==> src/rtl/scomp_pkg.sv <==
// Shared types and constants for the serial two's-complement receiver.
package scomp_pkg;
  localparam int SCOMP_WIDTH = 4;
  typedef enum logic [1:0] {IDLE, SHIFT, FULL} state_e;
endpackage

==> src/rtl/negate_bit.sv <==
// Copy-until-first-one negation cell: passes bits through until the first 1, then inverts.
module negate_bit (
  input  logic clk,
  input  logic rst,
  input  logic clr,
  input  logic en,
  input  logic b,
  output logic nbit
);
  logic seen_q;
  logic seen_eff;

  // A frame's first bit must see seen=0 even though the register still holds the old frame.
  assign seen_eff = seen_q & ~clr;
  assign nbit     = b ^ seen_eff;

  always_ff @(posedge clk) begin
    if (rst)     seen_q <= 1'b0;
    else if (en) seen_q <= seen_eff | b;
  end
endmodule

==> src/rtl/serial_compliment_rx.sv <==
// LSB-first serial receiver that negates each WIDTH-bit frame and presents it in parallel.
// Optional overflow flag output enabled by defining SCOMP_OVF_EN.
module serial_compliment_rx
  import scomp_pkg::*;
#(
  parameter int WIDTH = SCOMP_WIDTH
) (
  input  logic             clk,
  input  logic             rst,
  input  logic             sin,
  input  logic             sin_valid,
  input  logic             sin_first,
  output logic             sin_ready,
  output logic [WIDTH-1:0] out_word,
  output logic             out_valid,
  input  logic             out_ready
`ifdef SCOMP_OVF_EN
  ,
  output logic             ovf
`endif
);
  localparam int CW = $clog2(WIDTH + 1);
  localparam logic [CW-1:0] LAST = CW'(WIDTH - 1);

  state_e           state_q, state_d;
  logic [CW-1:0]    cnt_q, cnt_d;
  logic [WIDTH-1:0] asm_q, asm_d, asm_shift;
  logic [WIDTH-1:0] out_word_q, out_word_d;
  logic             out_valid_q, out_valid_d;
  logic             acc, nbit;
`ifdef SCOMP_OVF_EN
  logic             ovf_q, ovf_d;
  assign ovf = ovf_q;
`endif

  assign sin_ready = (state_q != FULL) | out_ready;
  assign acc       = sin_valid & sin_ready;
  assign asm_shift = {nbit, asm_q[WIDTH-1:1]};
  assign out_word  = out_word_q;
  assign out_valid = out_valid_q;

  negate_bit u_neg (
    .clk  (clk),
    .rst  (rst),
    .clr  (sin_first),
    .en   (acc),
    .b    (sin),
    .nbit (nbit)
  );

  always_comb begin
    state_d     = state_q;
    cnt_d       = cnt_q;
    asm_d       = asm_q;
    out_word_d  = out_word_q;
    out_valid_d = out_valid_q;
`ifdef SCOMP_OVF_EN
    ovf_d       = ovf_q;
`endif
    case (state_q)
      IDLE: if (acc && sin_first) begin
        asm_d   = asm_shift;
        cnt_d   = CW'(1);
        state_d = SHIFT;
      end
      SHIFT: if (acc) begin
        asm_d = asm_shift;
        if (sin_first) begin
          cnt_d = CW'(1);
        end else if (cnt_q == LAST) begin
          out_word_d  = asm_shift;
          out_valid_d = 1'b1;
`ifdef SCOMP_OVF_EN
          // MSB set and nothing seen below it: the most-negative value negates to itself.
          ovf_d       = sin & nbit;
`endif
          cnt_d       = CW'(WIDTH);
          state_d     = FULL;
        end else begin
          cnt_d = cnt_q + CW'(1);
        end
      end
      FULL: if (out_ready) begin
        out_valid_d = 1'b0;
        if (acc && sin_first) begin
          asm_d   = asm_shift;
          cnt_d   = CW'(1);
          state_d = SHIFT;
        end else begin
          cnt_d   = '0;
          state_d = IDLE;
        end
      end
      default: state_d = IDLE;
    endcase
  end

  always_ff @(posedge clk) begin
    if (rst) begin
      state_q     <= IDLE;
      cnt_q       <= '0;
      asm_q       <= '0;
      out_word_q  <= '0;
      out_valid_q <= 1'b0;
`ifdef SCOMP_OVF_EN
      ovf_q       <= 1'b0;
`endif
    end else begin
      state_q     <= state_d;
      cnt_q       <= cnt_d;
      asm_q       <= asm_d;
      out_word_q  <= out_word_d;
      out_valid_q <= out_valid_d;
`ifdef SCOMP_OVF_EN
      ovf_q       <= ovf_d;
`endif
    end
  end
endmodule
==> config.mk <==
export PLATFORM = sky130hd
export DESIGN_NAME = serial_compliment_rx
export DESIGN_NICKNAME = d
export VERILOG_FILES = /design/src/rtl/scomp_pkg.sv /design/src/rtl/negate_bit.sv /design/src/rtl/serial_compliment_rx.sv
export SDC_FILE = /design/constraint.sdc
export NUM_CORES = 1
export LEC_CHECK = 0
export ABC_AREA = 1
export CAP_MARGIN = 0
export CORE_AREA = 2 2 41 43
export CTS_CLUSTER_SIZE = 16
export DETAILED_ROUTE_END_ITERATION = 8
export DIE_AREA = 0 0 43 45
export DONT_BUFFER_PORTS = 1
export PLACE_DENSITY = 0.72
export SLEW_MARGIN = 15
export SYNTH_ARGS = -nofsm -noshare
export SYNTH_HDL_FRONTEND = slang
export SYNTH_HIERARCHICAL = 1
export SYNTH_SLANG_ARGS = --single-unit
==> constraint.sdc <==
create_clock -name clk -period 1.95 [get_ports clk]
set_input_delay 0.195 -clock clk [delete_from_list [all_inputs] [get_ports clk]]
set_output_delay 0.195 -clock clk [all_outputs]
set_load 0.02 [all_outputs]
[Word level (Yosys, flattened, before mapping)]
Cells that the tools add are included.
Word-level totals
  register bits: 15
  latch bits: 0
  RAM bits: 0
  bits in read-only memories: 0
  input bits: 6
  output and inout port bits: 6
  word-level logic and storage cells: 54
  memories kept: 0
Operators by class
  $add $sub $neg: 1
  $mul: 0
  div/mod/pow operators: 0
  order comparisons: 0
  eq/ne operators: 9
  shift operators: 0
  muxes and demuxes: 23
  bitwise operators: 6
  reduce and logical (&&, ||, !) cells: 9
Operators by type and width (number)
  two-way mux 3 bit: 5
  two-way mux 4 bit: 3
  != test 2 bit (second input constant): 6
  case mux 4 bit (3 select lines): 1
  two-way mux 2 bit: 5
  AND reduction 5 bit: 2
  case mux 3 bit (3 select lines): 1
  AND reduction 4 bit: 2
  two-way mux 1 bit: 6
  case mux 2 bit (3 select lines): 1
  adder 3 x 1 -> 3 bit (second input constant): 1
  == test 3 x 2 -> 1 bit (second input constant): 1
  AND reduction 3 bit: 1
  nonzero test 3 bit: 1
  bitwise AND 1 bit: 2
  == test 2 x 1 -> 1 bit (second input constant): 1
  == test 2 bit (second input constant): 1
  logical NOT 2 bit: 1
  OR 1 bit: 2
  case mux 1 bit (2 select lines): 1
  nonzero test 2 bit: 1
  logical AND 1 bit: 1
  NOT 1 bit: 1
  XOR 1 bit: 1

[Logic depth before layout (Yosys ltp)]
  word-level depth: 7
  mapped depth: 10
  depth with buffers taken out: 10

[Modules after synthesis]
The synthesis kept the hierarchy.
By module, submodules not included
  serial_compliment_rx: instances 1, cells an instance 100, area an instance 777.0 sq um, seq. area each 260.2 sq um
  negate_bit: instances 1, cells an instance 10, area an instance 62.6 sq um, seq. area each 20.0 sq um

[Worst setup path after synthesis]
No wires, ideal clock.
  path type: reg-to-reg
  start: register state_q[0]
  end: register cnt_q[0]
  setup time: 0.115 ns
  arrival time: 1.298 ns
  required time: 1.835 ns
  setup slack: 0.537 ns
  cell stages (with the launch flop): 9
  path buffers: 0
  clock period less this slack: 1.413 ns
  cells stage by stage: dfxtp_1 inv_1 ha_1 nand2_4 nand2_4 nor2_4 nand2_1 o21bai_2 nor2_1
On the way
  cells in the longest elaborated chain, start to end: 7
  elaborated cells between the ends (all ways): 15
  classes of those cells: eq/ne: 6; mux: 3; bitwise: 2; reduce/logical: 4
RTL lines
  start: declaration: RTL line serial_compliment_rx.sv:25  | state_e state_q, state_d;
  start signal: assignment: RTL line serial_compliment_rx.sv:109  | state_q <= state_d;
  != test 2 bit *: RTL line serial_compliment_rx.sv:36  | assign sin_ready = (state_q != FULL) | out_ready;
  OR 1 bit *: RTL line serial_compliment_rx.sv:36
  named net sin_ready: RTL line serial_compliment_rx.sv:13  | output logic sin_ready,
  bitwise AND 1 bit *: RTL line serial_compliment_rx.sv:37  | assign acc = sin_valid & sin_ready;
  logical AND 1 bit: RTL line serial_compliment_rx.sv:61, serial_compliment_rx.sv:85
  two-way mux 1 bit: RTL line serial_compliment_rx.sv:85  | if (acc && sin_first) begin
  two-way mux 3 bit: RTL line serial_compliment_rx.sv:83  | FULL: if (out_ready) begin
  case mux 3 bit (3 select lines): RTL line serial_compliment_rx.sv:60  | case (state_q)
  end signal: assignment: RTL line serial_compliment_rx.sv:110  | cnt_q <= cnt_d;
  end: declaration: RTL line serial_compliment_rx.sv:26  | logic [CW-1:0] cnt_q, cnt_d;
Mark *: on every way through the listed nets, which the timed path passes. The rest lies on a longest branch. The select of a mux whose other input is x is not followed.
A chain may end at the register's enable or synchronous reset.

[Worst setup path in the final report]
  start: register state_q[1]
  end: register out_word_q[2], in the netlist out_word[2]
On the way
  cells in the longest elaborated chain, start to end: 4
  elaborated cells between the ends (all ways): 5
  classes of those cells: eq/ne: 2; bitwise: 2; reduce/logical: 1
RTL lines
  != test 2 bit: RTL line serial_compliment_rx.sv:36
  OR 1 bit: RTL line serial_compliment_rx.sv:36
  bitwise AND 1 bit: RTL line serial_compliment_rx.sv:37
  AND reduction 4 bit (no source line) *
  end signal: assignment: RTL line serial_compliment_rx.sv:112  | out_word_q <= out_word_d;
  end: declaration: RTL line serial_compliment_rx.sv:28  | logic [WIDTH-1:0] out_word_q, out_word_d;
Mark *: on every way between the ends. The rest lies on a longest branch, timed or not.

==> metrics.md <==
| Metric | Value |
|---|---|
| Synthesis Warnings | 6 |
| Row cnt | 14 |
| Crit-path cells | inv_1 > ha_1 > nand3_1 > nor2_4 > inv_1 > nor2_1 > nor2_1 |
| Max-cap violation count | 0 |
| Htree depth | 1 |
| Setup Viol. Count Final | 0 |
| Final Slew Violations | 0 |
| Peak supply drop | 678 µV |
| Slowest cell on the critical path | dfxtp_1 |
| Synth Instances | 110 |
| Worst path required time | roughly 2100 ps |
| Setup Skew | 2.08 ps |
| Worst skew pair latency | around 280 ps |
| Nets@finish | 128 |
| Antenna diodes | 0 |
| Num CTS Buffers | 3 |
| Remaining antenna violation count | 0 |
| Yosys cell types | 22 |
| Sequential cell area fraction in the yosys report | about 33% |
| Critical path's largest stage delay | 370 ps |
| Tmin final | 1570 ps |
| Most frequent cell after synthesis | nand2_1 |
| Routed Wire Length | 1480 µm |
| CP max FO | 8 |
| Starting Density | 57.1% |
| CTS tree | built |
| Final setup TNS | 0 ps |
| Clock Tree Buf Depth | 2 |
| Worst-path clk slew | 80 ps |
| Drt via density | slightly above 5 |
| Period utilization | 80.3% |
| Initial DRC Count | 14 |
| Initial antenna violation count | 0 |
| RSZ-0062 raised after global routing | false |
| Core box area | 1470 µm² |
| Setup bufs post-CTS | 0 |
| Core Util, Final | between 60% and 70% |
| Die width | 43 µm |
| Post-DR wirelength/cell | around 11 µm |
| Placer Congestion | about 0.84 |
| Layout cells sized above 1 | 15.9% |
| Input/output buffers | 0 |
| Synth top area cells | dfxtp_1 33%, ha_1 12%, nand2_1 8.0%, nor2_1 6.3%, inv_1 5.8% |
| DRT Pass-1 Iters | 4 |
| Rel. slew slack | 76.8% |
| Gr ovfl total | 0 |
| Post-synth EDFFs | 0 |
| Hold WC Path Type | input port to register |
| FMAX | 0.639 GHz |
| Fill cells | between 100 and 150 |
| Synth top cells by count | 18 x nand2_1, 14 x dfxtp_1, 14 x nor2_1 |
| I/O Pins | 12 |
| Buf+Inv Stages, Crit Path | 2 |
| Synth Net Count | roughly 120 |
| Synth Flop Type | dfxtp_1 |
| PD cells | 1190 nW/µm² |
| WP data arrival | 1740 ps |
| Static Leak | 0.429 nW |
| Outcome | finished clean |
| WS Path Type | register to register |
| Gr usage total | 18.1% |
| Post-synth top area share | 33.4% |
| Synthesized flop and latch total | 14 |
| Syn Std Cell Area | 840 µm² |
| First-pass GRT wire length | 2560 µm |
| Worst setup EP type | register |
| Area Overhead vs Synth | 6.11% |
| Largest net degree at the start of global routing | 9 |
| Worst-Margin Slew | 348 ps |
| Worst setup SP type | register |
| Hold-fix buffers, CTS | 1 |
| CTS Sinks | 14 |
| Final Hold Vio Count | 0 |
| Die Height | 45 µm |
| Worst path top cell family by delay | simple AND/OR/NAND/NOR gates |
| Fin Hold WS | 50.1 ps |
| Avg Cell Area, Syn | 7.63 µm² |
| Die area | 1940 µm² |
| Detailed-placement wirelength estimate | approximately 1200 µm |
| Remaining DRCs | 0 |
| Via count | ~670 |
| Top cell type by total area after synthesis | dfxtp_1 |
| Vias in the first global route | 608 |
| Root Buffer | clkbuf_4 |
| Post-CTS Resized | 0 |
| Async S/R FF share, synth | 0% |
-- metrics by stage --
stage | power, W | instance area (µm²) | setup slack [ps] | std cells
finish | 0.00106 | 891 | 385 | 129
global route | 0.00115 | 891 | 248 | 129
detailed placement | 0.000858 | 845 | 403 | 124
CTS | 0.00107 | 891 | 392 | 129
global placement | 0.000853 | 845 | 418 | 124
floorplan | 0.000797 | 840 | 537 | 110
-- placed cells by master, fill, tap and decap left out, types with 2 or more instances in the layout --
master,synthesis,routed
nand4_1,2,2
clkbuf_4,0,3
ha_1,8,8
inv_1,13,13
nand2_1,18,18
nand3_1,8,8
a21oi_1,9,9
dfxtp_1,14,14
o21ai_0,4,4
nand2_2,3,3
nor2_1,14,14
nand2_4,3,3
nor2_4,4,4
-- path summary, 6_finish.rpt --
path | start | to | slack, ps | cells after the start
max | state_q[1] | out_word[2] | 380 | 7
min | rst | u_neg/seen_q | 50 | 3
max reg2reg | state_q[1] | out_word[2] | 380 | 7
min reg2reg | cnt_q[2] | cnt_q[2] | 470 | 2
-- metal layers --
metal / GRT usage [%] / wire length (µm) / vias to the layer above
li1: - / - / 361
met1: 23.9 / 761 / 294
met2: 28.2 / 629 / 11
met3: 7.60 / 75 / 3
met4: 3.64 / 11 / 0
met5: 0 / 0 / -
-- where the power goes --
group | internal [W] | switching [W] | total (W)
sequential | 0.000332 | 0.0000456 | 0.000377
clock | 0.000114 | 0.0000881 | 0.000202
combinational | 0.000177 | 0.000301 | 0.000478
total | 0.000623 | 0.000435 | 0.00106
-- worst min-delay path, stage by stage --
cell,delay (ps)
inv_1,20
nand2_1,50
nor2_1,30
-- logic make-up (layout without fill, tap and decap cells) --
family | after synthesis | count (layout) | synth area share, %
buf+inv | 16 | 19 | 8.05
fa+ha+maj | 8 | 8 | 11.9
compound gates | 16 | 16 | 11.0
simple gates | 56 | 56 | 35.6
flops | 14 | 14 | 33.4
-- layout make-up --
class                   instances  area, µm²  share of cell area (%)
clock buffers                   4       36.3                    4.07
flip-flops and latches         14        280                    31.5
well taps                      16       20.0                    2.25
inverters                      14       52.6                    5.90
repair buffers                  1       10.0                    1.12
multi-input cells              80        492                    55.2
-- flip-flops by register name (all words and copies together), names as in the netlist --
name,flops
cnt_q,3
out_valid,1
asm_q,3
u_neg/seen_q,1
state_q,2
out_word,4
Power figures use the tool's default switching activity.
